## config.mk

```make
export PLATFORM = sky130hd
export DESIGN_NAME = qos_fifo_pop_mux
export DESIGN_NICKNAME = d
export VERILOG_FILES = /design/src/rtl/qos_pkg.sv /design/src/rtl/qos_sat_counter.sv /design/src/rtl/qos_fifo_pop_mux.sv
export SDC_FILE = /design/constraint.sdc
export NUM_CORES = 1
export LEC_CHECK = 0
export CORE_MARGIN = 4
export CORE_UTILIZATION = 47
export DETAILED_ROUTE_END_ITERATION = 8
export PLACE_DENSITY = 0.81
export SETUP_SLACK_MARGIN = 0.3
export SYNTH_ARGS = -nofsm -noshare
export SYNTH_HDL_FRONTEND = slang
export SYNTH_SLANG_ARGS = --single-unit
```

## constraint.sdc

```tcl
create_clock -name CLK -period 2.8 [get_ports CLK]
set_input_delay 0.42 -clock CLK [delete_from_list [all_inputs] [get_ports CLK]]
set_output_delay 0.42 -clock CLK [all_outputs]
set_load 0.01 [all_outputs]
```

## src/rtl/qos_pkg.sv

```systemverilog
`default_nettype none
// ============================================================================
//  Module   : qos_pkg
//  Brief    : Shared defaults and grant-decoding helpers for the QoS
//             FIFO pop multiplexer.
//  Revision : 1.0 - initial release
// ============================================================================
package qos_pkg;

  localparam int N_CH_DEF   = 4;
  localparam int DATA_W_DEF = 4;
  localparam int CNT_W_DEF  = 8;

  // Grant vectors are zero-extended to 32 bits, so 5 index bits cover any N_CH.
  localparam int IDX_W_MAX  = 5;

  // True when exactly one bit of v is set.
  function automatic logic is_onehot(input logic [31:0] v);
    return (v != 32'd0) && ((v & (v - 32'd1)) == 32'd0);
  endfunction

  // Binary index of the set bit; meaningful only for a one-hot input.
  function automatic logic [IDX_W_MAX-1:0] onehot_to_idx(input logic [31:0] v);
    logic [IDX_W_MAX-1:0] idx;
    idx = '0;
    for (int i = 0; i < 32; i++) begin
      if (v[i]) idx = idx | IDX_W_MAX'(i);
    end
    return idx;
  endfunction

endpackage
`default_nettype wire

```

## src/rtl/qos_sat_counter.sv

```systemverilog
`default_nettype none
// ============================================================================
//  Module   : qos_sat_counter
//  Brief    : Saturating event counter with synchronous clear.
//  Revision : 1.0 - initial release
// ============================================================================
module qos_sat_counter #(
  parameter int CNT_W = 8
) (
  input  logic             clk,
  input  logic             rst_n,
  input  logic             i_clr,
  input  logic             i_inc,
  output logic [CNT_W-1:0] o_cnt
);

  logic [CNT_W-1:0] r_cnt;

  // Clear wins over increment; the count sticks at all-ones instead of wrapping.
  always_ff @(posedge clk) begin
    if (!rst_n) begin
      r_cnt <= '0;
    end else if (i_clr) begin
      r_cnt <= '0;
    end else if (i_inc && (r_cnt != '1)) begin
      r_cnt <= r_cnt + CNT_W'(1);
    end
  end

  assign o_cnt = r_cnt;

endmodule
`default_nettype wire

```

## src/rtl/qos_fifo_pop_mux.sv

```systemverilog
`default_nettype none
// ============================================================================
//  Module   : qos_fifo_pop_mux
//  Brief    : Pops one class FIFO per accepted arbiter grant, follows the pop
//             through the FIFO read latency, and pushes the returned word into
//             the principal FIFO. Tracks grant errors and per-channel pops.
//  Revision : 1.0 - initial release
// ============================================================================
module qos_fifo_pop_mux
  import qos_pkg::*;
#(
  parameter int N_CH   = N_CH_DEF,
  parameter int DATA_W = DATA_W_DEF,
  parameter int RD_LAT = 1,
  parameter int CNT_W  = CNT_W_DEF
) (
  input  logic                   CLK,
  input  logic                   RESET_L,
  input  logic                   POP_REQ,
  input  logic [N_CH-1:0]        GRANT,
  input  logic [N_CH-1:0]        FIFO_EMPTY,
  input  logic [N_CH*DATA_W-1:0] FIFO_DATA,
  input  logic                   MAIN_ALMOST_FULL,
  input  logic                   CNT_CLR,
  output logic [N_CH-1:0]        FIFO_POP,
  output logic                   POP_ACK,
  output logic                   PUSH_MAIN,
  output logic [DATA_W-1:0]      MAIN_DATA,
  output logic                   BUSY,
  output logic                   GRANT_ERR,
  output logic [N_CH*CNT_W-1:0]  POP_CNT
);

  localparam int IDX_W = (N_CH > 1) ? $clog2(N_CH) : 1;

  logic              w_grant_ok;
  logic              w_hit_empty;
  logic              w_fire;
  logic [IDX_W-1:0]  w_idx;
  logic              w_cap_vld;
  logic [IDX_W-1:0]  w_cap_idx;
  logic              w_inflight;
  logic [DATA_W-1:0] w_cap_data;

  logic              r_push;
  logic [DATA_W-1:0] r_main_data;
  logic              r_busy;
  logic              r_grant_err;

  // Accept only a clean one-hot grant on a non-empty FIFO with room downstream.
  assign w_grant_ok  = is_onehot(32'(GRANT));
  assign w_hit_empty = |(GRANT & FIFO_EMPTY);
  assign w_fire      = RESET_L & POP_REQ & w_grant_ok & ~w_hit_empty & ~MAIN_ALMOST_FULL;
  assign w_idx       = IDX_W'(onehot_to_idx(32'(GRANT)));

  assign POP_ACK  = w_fire;
  assign FIFO_POP = {N_CH{w_fire}} & GRANT;

  if (RD_LAT == 0) begin : g_lat0
    // First-word-fall-through: the word is on FIFO_DATA in the pop cycle.
    assign w_cap_vld  = w_fire;
    assign w_cap_idx  = w_idx;
    assign w_inflight = 1'b0;
  end else begin : g_latn
    logic [RD_LAT-1:0] r_vld;
    logic [IDX_W-1:0]  r_idx [RD_LAT];

    // Delay line carrying {valid, channel} until the FIFO data is ready.
    always_ff @(posedge CLK) begin
      if (!RESET_L) begin
        r_vld <= '0;
      end else begin
        r_vld[0] <= w_fire;
        for (int k = 1; k < RD_LAT; k++) r_vld[k] <= r_vld[k-1];
      end
      r_idx[0] <= w_idx;
      for (int k = 1; k < RD_LAT; k++) r_idx[k] <= r_idx[k-1];
    end

    assign w_cap_vld  = r_vld[RD_LAT-1];
    assign w_cap_idx  = r_idx[RD_LAT-1];
    assign w_inflight = |r_vld;
  end

  assign w_cap_data = FIFO_DATA[w_cap_idx*DATA_W +: DATA_W];

  // Output stage: register the captured word and its push strobe.
  // BUSY is registered from the next-cycle view of the pipeline and push.
  always_ff @(posedge CLK) begin
    if (!RESET_L) begin
      r_push      <= 1'b0;
      r_main_data <= '0;
      r_busy      <= 1'b0;
    end else begin
      r_push <= w_cap_vld;
      if (w_cap_vld) r_main_data <= w_cap_data;
      r_busy <= w_fire | w_inflight;
    end
  end

  // Sticky flag for a request carrying a zero or multi-bit grant.
  always_ff @(posedge CLK) begin
    if (!RESET_L) begin
      r_grant_err <= 1'b0;
    end else if (CNT_CLR) begin
      r_grant_err <= 1'b0;
    end else if (POP_REQ && !w_grant_ok) begin
      r_grant_err <= 1'b1;
    end
  end

  assign PUSH_MAIN = r_push;
  assign MAIN_DATA = r_main_data;
  assign BUSY      = r_busy;
  assign GRANT_ERR = r_grant_err;

  for (genvar i = 0; i < N_CH; i++) begin : g_cnt
    qos_sat_counter #(
      .CNT_W (CNT_W)
    ) u_cnt (
      .clk   (CLK),
      .rst_n (RESET_L),
      .i_clr (CNT_CLR),
      .i_inc (FIFO_POP[i]),
      .o_cnt (POP_CNT[i*CNT_W +: CNT_W])
    );
  end

endmodule
`default_nettype wire

```

==> run metrics, run 1 <==
status=complete, no violations; first-pass detailed-route iteration total=4; Clock power frac=0.449; Int Pwr=1.05 mW; Sw Pwr=around 0.28 mW; initial DRC count=121; routed wl met2=about 3200 microns; Leakage=1.16 nW; DP Wirelength=4720 microns; worst hold path type=register to register; Die X=between 70 and 80 microns; Die H=78.4 microns; maximum vdd drop=245 uV; Flop pwr share=0.453; H-tree depth reported by CTS=2; commonest non-fill, non-tap cell in the layout=clkdlybuf4s50_1; GRT Total Usage=0.221; #FFs+latches synth=42; sequential area share after synthesis=0.361; die footprint=just over 6000 sq um; R2R Setup Slk=0.95 ns; fill count=394; critical path's largest stage delay=0.57 ns; WP data arrival=2.01 ns; Worst Setup Start Kind=primary input; relative slew slack=0.706; Port-buffer cells=72; initial antenna violation count=0; Finish-stage setup viols=0; count of cell types in the netlist=slightly below 50; Final Net Count=375; CP cell instances=clkdlybuf4s50_1 > a22o_1 > or4_4 > inv_2 > clkdlybuf4s15_2; Final Hold Viols=0; Total Power=1.33 mW; Final WS setup=~0.37 ns; number of global-route vias before repair=2280; period utilization=0.868; slowest stage cell on the critical path=or4_4; syn_nets=291; setup slack at placement=-0.246 ns; Final Util=0.702; Logic pwr share=0.098; critical path capture point type=output port; post-route cell area=3340 sq um; final wirelength=6410 microns; Area Overhead vs Synth=43.4%; drt drc=0; clock net sink count=42; Clock Skew=between 0.004 and 0.005 ns; worst-case clock buffer depth=2; I/O pin count=73; Reg clk slew, reported paths=0.08 ns; Mapped Avg Cell Area=9.02 sq um; antenna diode count=0; Starting Density=0.489; GP Congestion=approximately 0.83; largest net degree at the start of global routing=20; Synth warnings=0; Final min period=2.43 ns; commonest non-fill, non-tap cells in the layout=63 x clkdlybuf4s50_1, 42 x dfxtp_1, 22 x buf_4, 20 x a21oi_1; CTS tree=yes; max cap viols=0; mapped cell area=about 2300 sq um; Worst Tran Pin Value=0.436 ns; Rows=25; fmax=412 MHz; Synth Instances=258; hold-fix buffers at CTS=0; Core Area=4750 sq um; PD cells=about 400 nW/um^2; unrepaired setup endpoints after global routing=no; via count=2408; TritonCTS Buffers=5; DR top layer=met4; met3 wire len=about 250 microns; global-route wire length before repair=10800 microns; top_reg_cell synth=dfxtp_1; Sw Ratio=0.208; worst-path fanout max=4; Root Driver=clkbuf_8; Synth async-reset ratio=0; mean number of vias per cell=5.87; placed cell areas=approximately 3200 sq um; number of flops mapped to enable cells by yosys=0; antenna viol nets, final=0; grt ovf=0; Critical Path RT=2.38 ns; clock latency at the later pin of the worst-skew pair=0.30 ns; Setup CP Type=primary input to output port; max-slew violation count=0; fraction of layout cells with a size suffix above 1=0.146; wire per inst=15.6 microns; M1 WL=about 2800 microns
==> Yosys cell counts (all sizes together), types with 8 or more instances <==
cell type | n | area [sq um]
o31ai | 9 | 67.6
a21oi | 20 | 100
or4 | 13 | 105
dfxtp | 42 | 841
clkbuf | 9 | 33.8
nand2 | 14 | 52.6
o21ai | 12 | 60.1
mux2i | 8 | 80.1
buf | 9 | 78.8
nand3 | 14 | 70.1
==> metal layers <==
layer  vias to the layer above  track usage
li1                       1185            -
met1                      1156        0.271
met3                        13       0.0573
met2                        54        0.368
met5                         -            0
met4                         0       0.0892
==> power by group through the flow <==
stage | Sequential (mW) | Combinational [mW] | Clock [mW]
after global placement | 0.618 | 0.124 | 0
after CTS | 0.604 | 0.128 | 0.605
after floorplan | 0.617 | 0.0548 | 0
after global routing | 0.604 | 0.139 | 0.632
final | 0.603 | 0.130 | 0.598
after detailed placement | 0.618 | 0.127 | 0
==> kinds of logic (layout without fill, tap and decap cells) <==
logic type	count (synthesis)	in the layout	share of synthesized area
AND/OR/NAND/NOR	110	110	0.292
AO/OA/AOI/OAI	68	68	0.195
flip-flops	42	42	0.361
buffers and inverters	21	106	0.0532
multiplexers	12	12	0.0731
adder cells (fa/ha/maj)	4	4	0.0215
XOR/XNOR	1	1	0.00376
==> final timing paths <==
| kind | startpoint | to | depth (start not counted) |
|---|---|---|---|
| setup / recovery | FIFO_EMPTY[0] | FIFO_POP[0] | 5 |
| hold / removal | g_cnt[0].u_cnt.o_cnt[4] | g_cnt[0].u_cnt.o_cnt[4] | 2 |
| setup reg to reg | g_cnt[3].u_cnt.o_cnt[0] | g_cnt[3].u_cnt.o_cnt[1] | 5 |
| hold reg to reg | g_cnt[0].u_cnt.o_cnt[4] | g_cnt[0].u_cnt.o_cnt[4] | 2 |
==> registers in the layout, summed over array words and instances, names as in the netlist <==
| signal | flops |
|---|---|
| PUSH_MAIN | 1 |
| g_latn.r_idx | 2 |
| GRANT_ERR | 1 |
| g_cnt.u_cnt.o_cnt | 32 |
| MAIN_DATA | 4 |
| BUSY | 1 |
| g_latn.r_vld | 1 |
==> timing repair <==
action                     CTS  global route
pin swaps                    3             1
setup buffers                1             0
resized for setup           20             1
setup endpoints to repair   12             1
==> critical path, delay by kind of cell <==
kind,cells,cell delay (ns)
buffers and inverters,3,0.72
AOI/OAI and AO/OA,1,0.30
and+or+nand+nor,1,0.57
==> cell type report <==
class | instances | area, sq um | area share
clock inverter | 2 | 60.1 | 0.0180
clock buffer | 6 | 82.6 | 0.0247
inverter | 3 | 11.3 | 0.00337
sequential | 42 | 841 | 0.252
tap | 67 | 83.8 | 0.0251
timing repair buffer | 95 | 890 | 0.266
multi-input combinational | 195 | 1370 | 0.410
==> through the flow <==
| step | hold slack (ns) | std cells | setup TNS [ns] |
|---|---|---|---|
| 5_1_grt | 0.532 | 410 | 0 |
| 2_1_floorplan | 0.498 | 258 | 0 |
| 3_3_place_gp | 0.452 | 401 | -1.22 |
| 3_5_place_dp | 0.471 | 401 | -1.51 |
| 4_1_cts | 0.490 | 410 | 0 |
| 6_report | 0.492 | 410 | 0 |
Note: power is estimated with default switching activity, not from simulation.
==> inputs of run 2 (changes only) <==
--- a/config.mk
+++ b/config.mk
@@ -5,6 +5,7 @@
 export SDC_FILE = /design/constraint.sdc
 export NUM_CORES = 1
 export LEC_CHECK = 0
+export ABC_CLOCK_PERIOD_IN_PS = 2800
 export CORE_MARGIN = 4
 export CORE_UTILIZATION = 47
 export DETAILED_ROUTE_END_ITERATION = 8
==> results of run 2 <==
The final DEF is identical to that of run 1; final timing and power are the same.
